===== config.mk =====
export PLATFORM = sky130hd
export DESIGN_NAME = regfile_scoreboard_flat
export DESIGN_NICKNAME = d
export VERILOG_FILES = /design/src/rtl/regfile_pkg.sv /design/src/rtl/regfile_scoreboard_if.sv /design/src/rtl/reg_scoreboard.sv /design/src/rtl/regfile_scoreboard.sv /design/src/flat_wrapper.sv
export SDC_FILE = /design/constraint.sdc
export NUM_CORES = 2
export LEC_CHECK = 0
export ABC_CLOCK_PERIOD_IN_PS = 4000
export BUFFER_PORTS_ARGS = -buffer_cell sky130_fd_sc_hd__buf_4
export CAP_MARGIN = 20
export CELL_PAD_IN_SITES_DETAIL_PLACEMENT = 1
export CELL_PAD_IN_SITES_GLOBAL_PLACEMENT = 2
export CORE_MARGIN = 3
export CORE_UTILIZATION = 40
export DETAILED_ROUTE_END_ITERATION = 8
export PLACE_DENSITY_LB_ADDON = 0.1
export SLEW_MARGIN = 20
export SYNTH_ARGS = -nofsm -noshare
export SYNTH_HDL_FRONTEND = slang
export SYNTH_SLANG_ARGS = --single-unit

===== constraint.sdc =====
create_clock -name clock -period 4 [get_ports clock]
set_input_delay 0.4 -clock clock [delete_from_list [all_inputs] [get_ports clock]]
set_output_delay 0.4 -clock clock [all_outputs]
set_load 0.01 [all_outputs]

===== src/rtl/regfile_pkg.sv =====
`default_nettype none
// ============================================================================
//  Module      : regfile_pkg
//  Description : Shared constants and types for the register file with
//                write-to-read bypass and pending-write scoreboard.
//                Holds the default data/index widths and the register index
//                type used by decode logic at the default configuration.
//  Revision    : 1.0  initial release
// ============================================================================
package regfile_pkg;

    localparam int c_DEF_DATA_WIDTH = 32;
    localparam int c_DEF_ADDR_WIDTH = 5;

    typedef logic [c_DEF_ADDR_WIDTH-1:0] reg_idx_t;

endpackage : regfile_pkg
`default_nettype wire


===== src/rtl/regfile_scoreboard_if.sv =====
`default_nettype none
// ============================================================================
//  Module      : regfile_scoreboard_if
//  Description : Port bundle between the decode/writeback stages and the
//                register file.
//                master : decode/writeback side (drives write, read indices,
//                         issue request; receives read data, hazards, stall)
//                slave  : register file side
//  Revision    : 1.0  initial release
// ============================================================================
interface regfile_scoreboard_if
    import regfile_pkg::*;
#(
    parameter int DATA_WIDTH = c_DEF_DATA_WIDTH,
    parameter int ADDR_WIDTH = c_DEF_ADDR_WIDTH
);

    logic                  ctrl_writeEnable;
    logic [ADDR_WIDTH-1:0] ctrl_writeReg;
    logic [DATA_WIDTH-1:0] data_writeReg;
    logic [ADDR_WIDTH-1:0] ctrl_readRegA;
    logic [ADDR_WIDTH-1:0] ctrl_readRegB;
    logic [DATA_WIDTH-1:0] data_readRegA;
    logic [DATA_WIDTH-1:0] data_readRegB;
    logic                  hazard_A;
    logic                  hazard_B;
    logic                  ctrl_issueValid;
    logic [ADDR_WIDTH-1:0] ctrl_issueReg;
    logic                  issue_stall;

    modport master (
        output ctrl_writeEnable, ctrl_writeReg, data_writeReg,
        output ctrl_readRegA, ctrl_readRegB,
        output ctrl_issueValid, ctrl_issueReg,
        input  data_readRegA, data_readRegB,
        input  hazard_A, hazard_B, issue_stall
    );

    modport slave (
        input  ctrl_writeEnable, ctrl_writeReg, data_writeReg,
        input  ctrl_readRegA, ctrl_readRegB,
        input  ctrl_issueValid, ctrl_issueReg,
        output data_readRegA, data_readRegB,
        output hazard_A, hazard_B, issue_stall
    );

endinterface : regfile_scoreboard_if
`default_nettype wire


===== src/rtl/reg_scoreboard.sv =====
`default_nettype none
// ============================================================================
//  Module      : reg_scoreboard
//  Description : Per-register pending-write scoreboard.
//                A register becomes pending when decode issues an instruction
//                targeting it and is cleared by its writeback. Reports RAW
//                hazards on the two read ports and stalls WAW issues.
//  Ports       : clk, rst              clock, synchronous active-high reset
//                i_wr_en, i_wr_idx     writeback strobe / destination
//                i_rd_idx_a/b          read port indices
//                i_issue_valid/idx     issue request / destination
//                o_hazard_a/b          read source awaiting a write
//                o_issue_stall         issue refused this cycle
//  Revision    : 1.0  initial release
// ============================================================================
module reg_scoreboard
    import regfile_pkg::*;
#(
    parameter int ADDR_WIDTH = c_DEF_ADDR_WIDTH
) (
    input  wire logic                  clk,
    input  wire logic                  rst,
    input  wire logic                  i_wr_en,
    input  wire logic [ADDR_WIDTH-1:0] i_wr_idx,
    input  wire logic [ADDR_WIDTH-1:0] i_rd_idx_a,
    input  wire logic [ADDR_WIDTH-1:0] i_rd_idx_b,
    input  wire logic                  i_issue_valid,
    input  wire logic [ADDR_WIDTH-1:0] i_issue_idx,
    output logic                       o_hazard_a,
    output logic                       o_hazard_b,
    output logic                       o_issue_stall
);

    localparam int c_DEPTH = 2 ** ADDR_WIDTH;

    logic [c_DEPTH-1:0] r_pending;
    logic [c_DEPTH-1:0] w_pending_nxt;
    logic               w_wr_live;
    logic               w_hit_a;
    logic               w_hit_b;
    logic               w_hit_issue;
    logic               w_stall;
    logic               w_accept;

    // A writeback in progress already satisfies its register this cycle,
    // so it masks the pending bit before the edge clears it.
    assign w_wr_live   = i_wr_en && (i_wr_idx != '0);
    assign w_hit_a     = i_wr_en && (i_wr_idx == i_rd_idx_a);
    assign w_hit_b     = i_wr_en && (i_wr_idx == i_rd_idx_b);
    assign w_hit_issue = i_wr_en && (i_wr_idx == i_issue_idx);

    // pending[0] is never set, so index 0 never hazards or stalls.
    assign o_hazard_a = r_pending[i_rd_idx_a] && !w_hit_a;
    assign o_hazard_b = r_pending[i_rd_idx_b] && !w_hit_b;

    assign w_stall = i_issue_valid && (i_issue_idx != '0) &&
                     r_pending[i_issue_idx] && !w_hit_issue;
    assign w_accept = i_issue_valid && !w_stall && (i_issue_idx != '0);
    assign o_issue_stall = w_stall;

    // Clear first, then set: a same-register accepted issue overrides the
    // writeback so the new producer remains outstanding.
    always_comb begin
        w_pending_nxt = r_pending;
        if (w_wr_live) begin
            w_pending_nxt[i_wr_idx] = 1'b0;
        end
        if (w_accept) begin
            w_pending_nxt[i_issue_idx] = 1'b1;
        end
    end

    always_ff @(posedge clk) begin
        if (rst) begin
            r_pending <= '0;
        end else begin
            r_pending <= w_pending_nxt;
        end
    end

endmodule : reg_scoreboard
`default_nettype wire


===== src/rtl/regfile_scoreboard.sv =====
`default_nettype none
// ============================================================================
//  Module      : regfile_scoreboard
//  Description : Parametrised register file (2**ADDR_WIDTH x DATA_WIDTH)
//                with register 0 hardwired to zero, same-cycle write-to-read
//                bypass on both read ports, and a pending-write scoreboard.
//  Ports       : clock       rising-edge clock
//                ctrl_reset  synchronous active-high reset
//                bus         regfile_scoreboard_if.slave: writeback, two read
//                            ports with hazard flags, issue request / stall
//  Revision    : 1.0  initial release
// ============================================================================
module regfile_scoreboard
    import regfile_pkg::*;
#(
    parameter int DATA_WIDTH = c_DEF_DATA_WIDTH,
    parameter int ADDR_WIDTH = c_DEF_ADDR_WIDTH
) (
    input  wire logic            clock,
    input  wire logic            ctrl_reset,
    regfile_scoreboard_if.slave  bus
);

    localparam int c_DEPTH = 2 ** ADDR_WIDTH;

    logic [DATA_WIDTH-1:0] r_mem [c_DEPTH];
    logic [DATA_WIDTH-1:0] w_rd_a;
    logic [DATA_WIDTH-1:0] w_rd_b;
    logic                  w_hazard_a;
    logic                  w_hazard_b;
    logic                  w_issue_stall;

    // Entry 0 is never written, so it holds its reset value of zero; the
    // read muxes also force zero for index 0 independently of storage.
    always_ff @(posedge clock) begin
        if (ctrl_reset) begin
            for (int i = 0; i < c_DEPTH; i++) begin
                r_mem[i] <= '0;
            end
        end else if (bus.ctrl_writeEnable && (bus.ctrl_writeReg != '0)) begin
            r_mem[bus.ctrl_writeReg] <= bus.data_writeReg;
        end
    end

    always_comb begin
        w_rd_a = r_mem[bus.ctrl_readRegA];
        if (bus.ctrl_readRegA == '0) begin
            w_rd_a = '0;
        end else if (bus.ctrl_writeEnable && (bus.ctrl_writeReg == bus.ctrl_readRegA)) begin
            w_rd_a = bus.data_writeReg;
        end
    end

    always_comb begin
        w_rd_b = r_mem[bus.ctrl_readRegB];
        if (bus.ctrl_readRegB == '0) begin
            w_rd_b = '0;
        end else if (bus.ctrl_writeEnable && (bus.ctrl_writeReg == bus.ctrl_readRegB)) begin
            w_rd_b = bus.data_writeReg;
        end
    end

    reg_scoreboard #(
        .ADDR_WIDTH (ADDR_WIDTH)
    ) u_scoreboard (
        .clk           (clock),
        .rst           (ctrl_reset),
        .i_wr_en       (bus.ctrl_writeEnable),
        .i_wr_idx      (bus.ctrl_writeReg),
        .i_rd_idx_a    (bus.ctrl_readRegA),
        .i_rd_idx_b    (bus.ctrl_readRegB),
        .i_issue_valid (bus.ctrl_issueValid),
        .i_issue_idx   (bus.ctrl_issueReg),
        .o_hazard_a    (w_hazard_a),
        .o_hazard_b    (w_hazard_b),
        .o_issue_stall (w_issue_stall)
    );

    assign bus.data_readRegA = w_rd_a;
    assign bus.data_readRegB = w_rd_b;
    assign bus.hazard_A      = w_hazard_a;
    assign bus.hazard_B      = w_hazard_b;
    assign bus.issue_stall   = w_issue_stall;

endmodule : regfile_scoreboard
`default_nettype wire


===== src/flat_wrapper.sv =====
// flat-port wrapper written by rule: the top's interface ports become plain ports
module regfile_scoreboard_flat import regfile_pkg::*;
#(
    parameter int DATA_WIDTH = c_DEF_DATA_WIDTH,
    parameter int ADDR_WIDTH = c_DEF_ADDR_WIDTH
)
  (clock, ctrl_reset, bus_ctrl_writeEnable, bus_ctrl_writeReg, bus_data_writeReg, bus_ctrl_readRegA, bus_ctrl_readRegB, bus_ctrl_issueValid, bus_ctrl_issueReg, bus_data_readRegA, bus_data_readRegB, bus_hazard_A, bus_hazard_B, bus_issue_stall);
  regfile_scoreboard_if #(.DATA_WIDTH(DATA_WIDTH), .ADDR_WIDTH(ADDR_WIDTH)) bus_i ();
  input  wire logic clock;
  input  wire logic ctrl_reset;
  input wire logic [$bits(bus_i.ctrl_writeEnable)-1:0] bus_ctrl_writeEnable;
  input wire logic [$bits(bus_i.ctrl_writeReg)-1:0] bus_ctrl_writeReg;
  input wire logic [$bits(bus_i.data_writeReg)-1:0] bus_data_writeReg;
  input wire logic [$bits(bus_i.ctrl_readRegA)-1:0] bus_ctrl_readRegA;
  input wire logic [$bits(bus_i.ctrl_readRegB)-1:0] bus_ctrl_readRegB;
  input wire logic [$bits(bus_i.ctrl_issueValid)-1:0] bus_ctrl_issueValid;
  input wire logic [$bits(bus_i.ctrl_issueReg)-1:0] bus_ctrl_issueReg;
  output wire logic [$bits(bus_i.data_readRegA)-1:0] bus_data_readRegA;
  output wire logic [$bits(bus_i.data_readRegB)-1:0] bus_data_readRegB;
  output wire logic [$bits(bus_i.hazard_A)-1:0] bus_hazard_A;
  output wire logic [$bits(bus_i.hazard_B)-1:0] bus_hazard_B;
  output wire logic [$bits(bus_i.issue_stall)-1:0] bus_issue_stall;
  assign bus_i.ctrl_writeEnable = bus_ctrl_writeEnable;
  assign bus_i.ctrl_writeReg = bus_ctrl_writeReg;
  assign bus_i.data_writeReg = bus_data_writeReg;
  assign bus_i.ctrl_readRegA = bus_ctrl_readRegA;
  assign bus_i.ctrl_readRegB = bus_ctrl_readRegB;
  assign bus_i.ctrl_issueValid = bus_ctrl_issueValid;
  assign bus_i.ctrl_issueReg = bus_ctrl_issueReg;
  assign bus_data_readRegA = bus_i.data_readRegA;
  assign bus_data_readRegB = bus_i.data_readRegB;
  assign bus_hazard_A = bus_i.hazard_A;
  assign bus_hazard_B = bus_i.hazard_B;
  assign bus_issue_stall = bus_i.issue_stall;
  regfile_scoreboard #(.DATA_WIDTH(DATA_WIDTH), .ADDR_WIDTH(ADDR_WIDTH)) u_core (.clock(clock), .ctrl_reset(ctrl_reset), .bus(bus_i));
endmodule

After elaboration in Yosys (flattened, before gate mapping)
Memory sizes are Yosys's and may differ from the RTL's. Index checks and enable logic that the tools add are counted.

Bits in registers: 32. RAM bits: 1024. Bits of input ports: 56. Output and inout port bits: 67. Word-level logic and storage cells: 60. Memories kept: 1.

Memory list: u_core.r_mem (depth 32, width 32, rd ports 2, clocked after memory_dff 0, write ports 32, line regfile_scoreboard.sv:26) `logic [DATA_WIDTH-1:0] r_mem [c_DEPTH];`.

Order comparisons: 6. Eq/ne operators: 3. Multiplexer cells: 24. Bitwise gates (word level): 3. Reduce and logical (&&, ||, !) cells: 22.

Operators with widths (number): $mux 32 (7); $and 32x32->32 (1); $not 32->32 (1); $or 32x32->32 (1); $reduce_or 32->1 (1); $lt 5x6->1 const B (4); $bmux 1 s5 (3); $eq 5x5->1 (3); $logic_and 1x1->1 (13); $mux 1 (11); $demux 1 s5 (2); $ge 5x1->1 const B (2); $logic_not 5->1 (2); $reduce_bool 5->1 (2); $mux 5 (1); $logic_not 1->1 (4).

Longest topological paths before layout
Depth after elaboration: 9. Gate-level depth with buffers: 10. Mapped depth without buffers: 5.

Hierarchy
Synthesis repeated with hierarchy kept, for this count alone.

Cell total of the unflattened synthesis: 4017. Area, all modules: 57357.5 um2.

Modules (own cells, without submodules): regfile_scoreboard (times used 1, cells each 3740, area each 54722.5 um2, sequential area each 30749.5 um2); reg_scoreboard (times used 1, cells each 277, area each 2635.0 um2, sequential area each 640.6 um2).

Least setup slack after synthesis
Ideal clock, no wire load.

Path type: input to output. From: input bus_ctrl_readRegB[1]. To: output bus_data_readRegB[5]. Arrival time: 2100 ps. Required time: 3600 ps. Setup slack: 1500 ps. Stages: 8. Buffers on the path: 4. Path through: buf_2 buf_4 buf_2 clkbuf_1 mux4_2 a22oi_1 nand2_1 a32o_1.

Word-level cells in the longest chain between the ends: 4. Elaborated cells between the ends (all ways): 6. Classes of those cells: eq/ne: 1; mux: 2; reduce/logical: 2; memory: 1.

Ends and longest elaborated chain: from (decl) (line flat_wrapper.sv:15) `input wire logic [$bits(bus_i.ctrl_readRegB)-1:0] bus_ctrl_readRegB;`; parallel branches: the longest is 3 deep, another holds $mem_v2 32x32; $mux 32 * (line regfile_scoreboard.sv:56) `if (bus.ctrl_readRegB == '0) begin`; to (decl) (line flat_wrapper.sv:19) `output wire logic [$bits(bus_i.data_readRegB)-1:0] bus_data_readRegB;`.

Mark *: on every way between the ends.

Final worst setup path
From: input bus_ctrl_readRegA[1]. To: output bus_data_readRegA[28].

Word-level cells in the longest chain between the ends: 4. Elaborated cells between the ends (all ways): 6. Classes of those cells: eq/ne: 1; mux: 2; reduce/logical: 2; memory: 1.

Ends and longest elaborated chain: from (decl) (line flat_wrapper.sv:14) `input wire logic [$bits(bus_i.ctrl_readRegA)-1:0] bus_ctrl_readRegA;`; parallel branches: the longest is 3 deep, another holds $mem_v2 32x32; $mux 32 * (line regfile_scoreboard.sv:47) `if (bus.ctrl_readRegA == '0) begin`; to (decl) (line flat_wrapper.sv:18) `output wire logic [$bits(bus_i.data_readRegA)-1:0] bus_data_readRegA;`.

Marks and branches as above.

==> flow_summary.yaml <==
worst_hold_path:
  min_path_type: "input port to flip-flop"
setup_path:
  r2r_start: "u_core.u_scoreboard.r_pending[3]"
  cp_slowest_cell: "mux2i_1"
  cpPeakStageDelay_ns: 0.52
  critPathCaptureType: "output port"
  crit_end: "bus_data_readRegA[28]"
  cp-startpoint: "bus_ctrl_readRegA[1]"
  rr_endpoint: "u_core.u_scoreboard.r_pending[16]"
  cp-start-kind: "input port"
  crit_type: "input port to output port"
  reg2reg_depth: 5
  r2r_setup_slack_ns: 1.95
  cp_common_cell: "buf_4"
  path_cells: "buf_8 -> buf_4 -> mux4_2 -> mux2i_1 -> o32ai_1 -> nor3_1 -> nor2_1 -> buf_4"
  worstPathMaxFanout: 46
  arrival_ns: 3.24
  crit_required_ns: 3.60
grt:
  gr-total-overflow: 0
  use_met1_pct: 44.3
  antenna_found_initial: 29
  use_met3_pct: 5.93
  grt_max_degree: 66
  grt_pass1_wl_um: 340000
  top_usage_layer: "met2"
  grt_pass1_vias: 40900
  grt_use_total_pct: 33.5
  met2_usage_pct: 54.3
sta:
  tns_ns: 0
  hold_viol: 0
  fin_skew_ns: 0.00772
  setup_viol: 0
  finalCritPeriodShare_pct: 91.1
  slew_violations: 0
  tightestPinTransition_ns: 1.06
  period_minus_slack_ns: 3.64
  relSlewSlack_pct: 29.6
  rsz0062_at_grt: "false"
  clock.fmax_mhz: 274
pwr:
  ir_worst_vdd_mv: 0.351
  powerDensity_nw_per_um2: 431
  p_leak_nw: 22.5
routing:
  wl_per_cell_um: 41.5
  viasPerCell: 6.60
  drt-total-wl_um: 248000
  drc_errors: 0
  final_antenna_net_count: 0
  drtIter0Drc: 5382
  drt_first_pass_iters: 5
  num_vias: 39400
clock_tree:
  cts_buffers: 121
  tritoncts: "built"
  clk_path_buf_depth: 3
  worstSkewPairLatency_ns: 0.75
  cts_hold_buf: 3
  cts.repair.resized: 0
  numClockSinks: 1056
  cts_setup_buffers: 0
  htreeDepth: 3
  root_buffer: "clkbuf_16"
  cts.reportedPaths.clkPinSlew_ns: 0.06
run:
  cap_violations: 0
logic_synthesis:
  syn_inst: 3921
  ys.warnings.count: 0
  synth_edf_count: 1024
  synthArstFlopShare_pct: 0
  syn_area_um2: 57000
  ys_ff_latch: 1056
  yosys_most_used_dff: "edfxtp_1"
  ys_seq_area_share_pct: 55.1
  yosysUniqueCellTypes: 64
  avgSynthCellArea_um2: 14.5
die:
  die_w_um: 383
  pin_count: 123
  die-area_um2: 147000
  core_area_um2: 141000
  fp.dieH_um: 383
  start_util_pct: 40.5
  row_count: 137
placed_design:
  gp_congestion: 0.869
  dpl.hpwl_um: 152000
  io_buffers: 122
  dpl_cell_area_um2: 61200
outcome:
  status: "finished, final reports clean"
cells_and_area:
  synthToLayoutAreaGrowth_pct: 14.3
  drive_gt1_share_pct: 26.5
  final_area_um2: 65100
  nets: 4032
## critical path: cells and delay by family
kind	cells	cell delay, ns
multiplexers	2	0.88
AO/OA/AOI/OAI	1	0.34
buffers and inverters	3	1.09
AND/OR/NAND/NOR	2	0.42
## how the worst min path moves through the flow
stage                                 startpoint                           endpoint  slack (ns)  cells after the start
6_report                    bus_ctrl_issueReg[4]  u_core.u_scoreboard.r_pending[15]        0.07                      3
3_3_place_gp   u_core.u_scoreboard.r_pending[14]  u_core.u_scoreboard.r_pending[14]        0.48                      2
5_1_grt                     bus_ctrl_issueReg[4]  u_core.u_scoreboard.r_pending[15]         0.1                      3
4_1_cts                     bus_ctrl_issueReg[4]  u_core.u_scoreboard.r_pending[15]        0.03                      3
2_1_floorplan  u_core.u_scoreboard.r_pending[13]  u_core.u_scoreboard.r_pending[13]        0.47                      2
3_5_place_dp    u_core.u_scoreboard.r_pending[0]   u_core.u_scoreboard.r_pending[0]        0.49                      1
## power breakdown
group,internal (W),leakage (nW),switching [W]
Sequential,0.0127,10.0,0.000322
Combinational,0.00150,10.6,0.00230
Clock,0.00635,1.91,0.00484
Total,0.0206,22.5,0.00746
## layout by cell type, fill, tap and decap left out, types with 33 or more instances in the layout
master	n
buf_4	249
nand2_1	72
a211oi_1	33
a21oi_1	46
mux2i_1	160
and2_1	994
o22ai_1	79
buf_12	70
nor2_4	33
mux4_2	454
clkbuf_16	122
inv_1	34
edfxtp_1	1024
a22oi_1	127
nand3_1	37
## stage by stage
stage	power [W]	utilization, %	hold WS (ns)	std cells	setup WS [ns]
floorplan	0.0152	-	0.466	3952	1.50
global placement	0.0169	43.5	0.480	5726	0.425
detailed placement	0.0170	43.5	0.489	5726	0.428
CTS	0.0281	46.3	0.0268	5958	0.421
global route	0.0288	46.3	0.0971	5959	0.227
finish	0.0281	46.3	0.0734	5966	0.356
## area by class of cell
type,instances,area (um2)
antenna,8,20.0
clock buffer,145,3140
clock inverter,84,752
fill,13700,75400
inverter,34,128
multi-input combinational,2437,24000
sequential,1056,31400
tap,1876,2350
timing repair buffer,326,3360
## layer usage
| metal | share of wire, % | up-vias | wire length, um |
|---|---|---|---|
| met5 | 0.046 | - | 115 |
| met4 | 5.1 | 16 | 12600 |
| met3 | 9.1 | 582 | 22500 |
| met2 | 47 | 2305 | 117000 |
| met1 | 39 | 21200 | 95400 |
| li1 | - | 15300 | - |
## registers in the layout, summed over array words and instances (netlist names)
name / cells
u_core.u_scoreboard.r_pending: 32
u_core.r_mem: 1024
## Yosys cell counts, drive strengths merged, types with 29 or more instances
cell / count / share of area [%]
clkbuf: 291 / 1.9
dfxtp: 32 / 1.1
and2: 996 / 11
nand3: 37 / 0.32
mux2: 29 / 0.57
inv: 34 / 0.22
nor2: 62 / 0.41
edfxtp: 1024 / 54
a211oi: 33 / 0.43
a21oi: 48 / 0.43
mux4: 454 / 18
mux2i: 160 / 2.8
a22oi: 127 / 1.7
buf: 134 / 1.5
o22ai: 79 / 0.87
a21o: 31 / 0.41
nand2: 72 / 0.47
## kinds of logic after synthesis
logic type | Yosys count | share of synthesized area (%)
other | 1 | 0.00658
multiplexers | 643 | 21.3
AND/OR/NAND/NOR | 1257 | 13.2
XOR/XNOR | 15 | 0.231
buffers and inverters | 459 | 3.68
flip-flops | 1056 | 55.1
AO/OA/AOI/OAI | 490 | 6.46
Power figures use the tool's default switching activity.
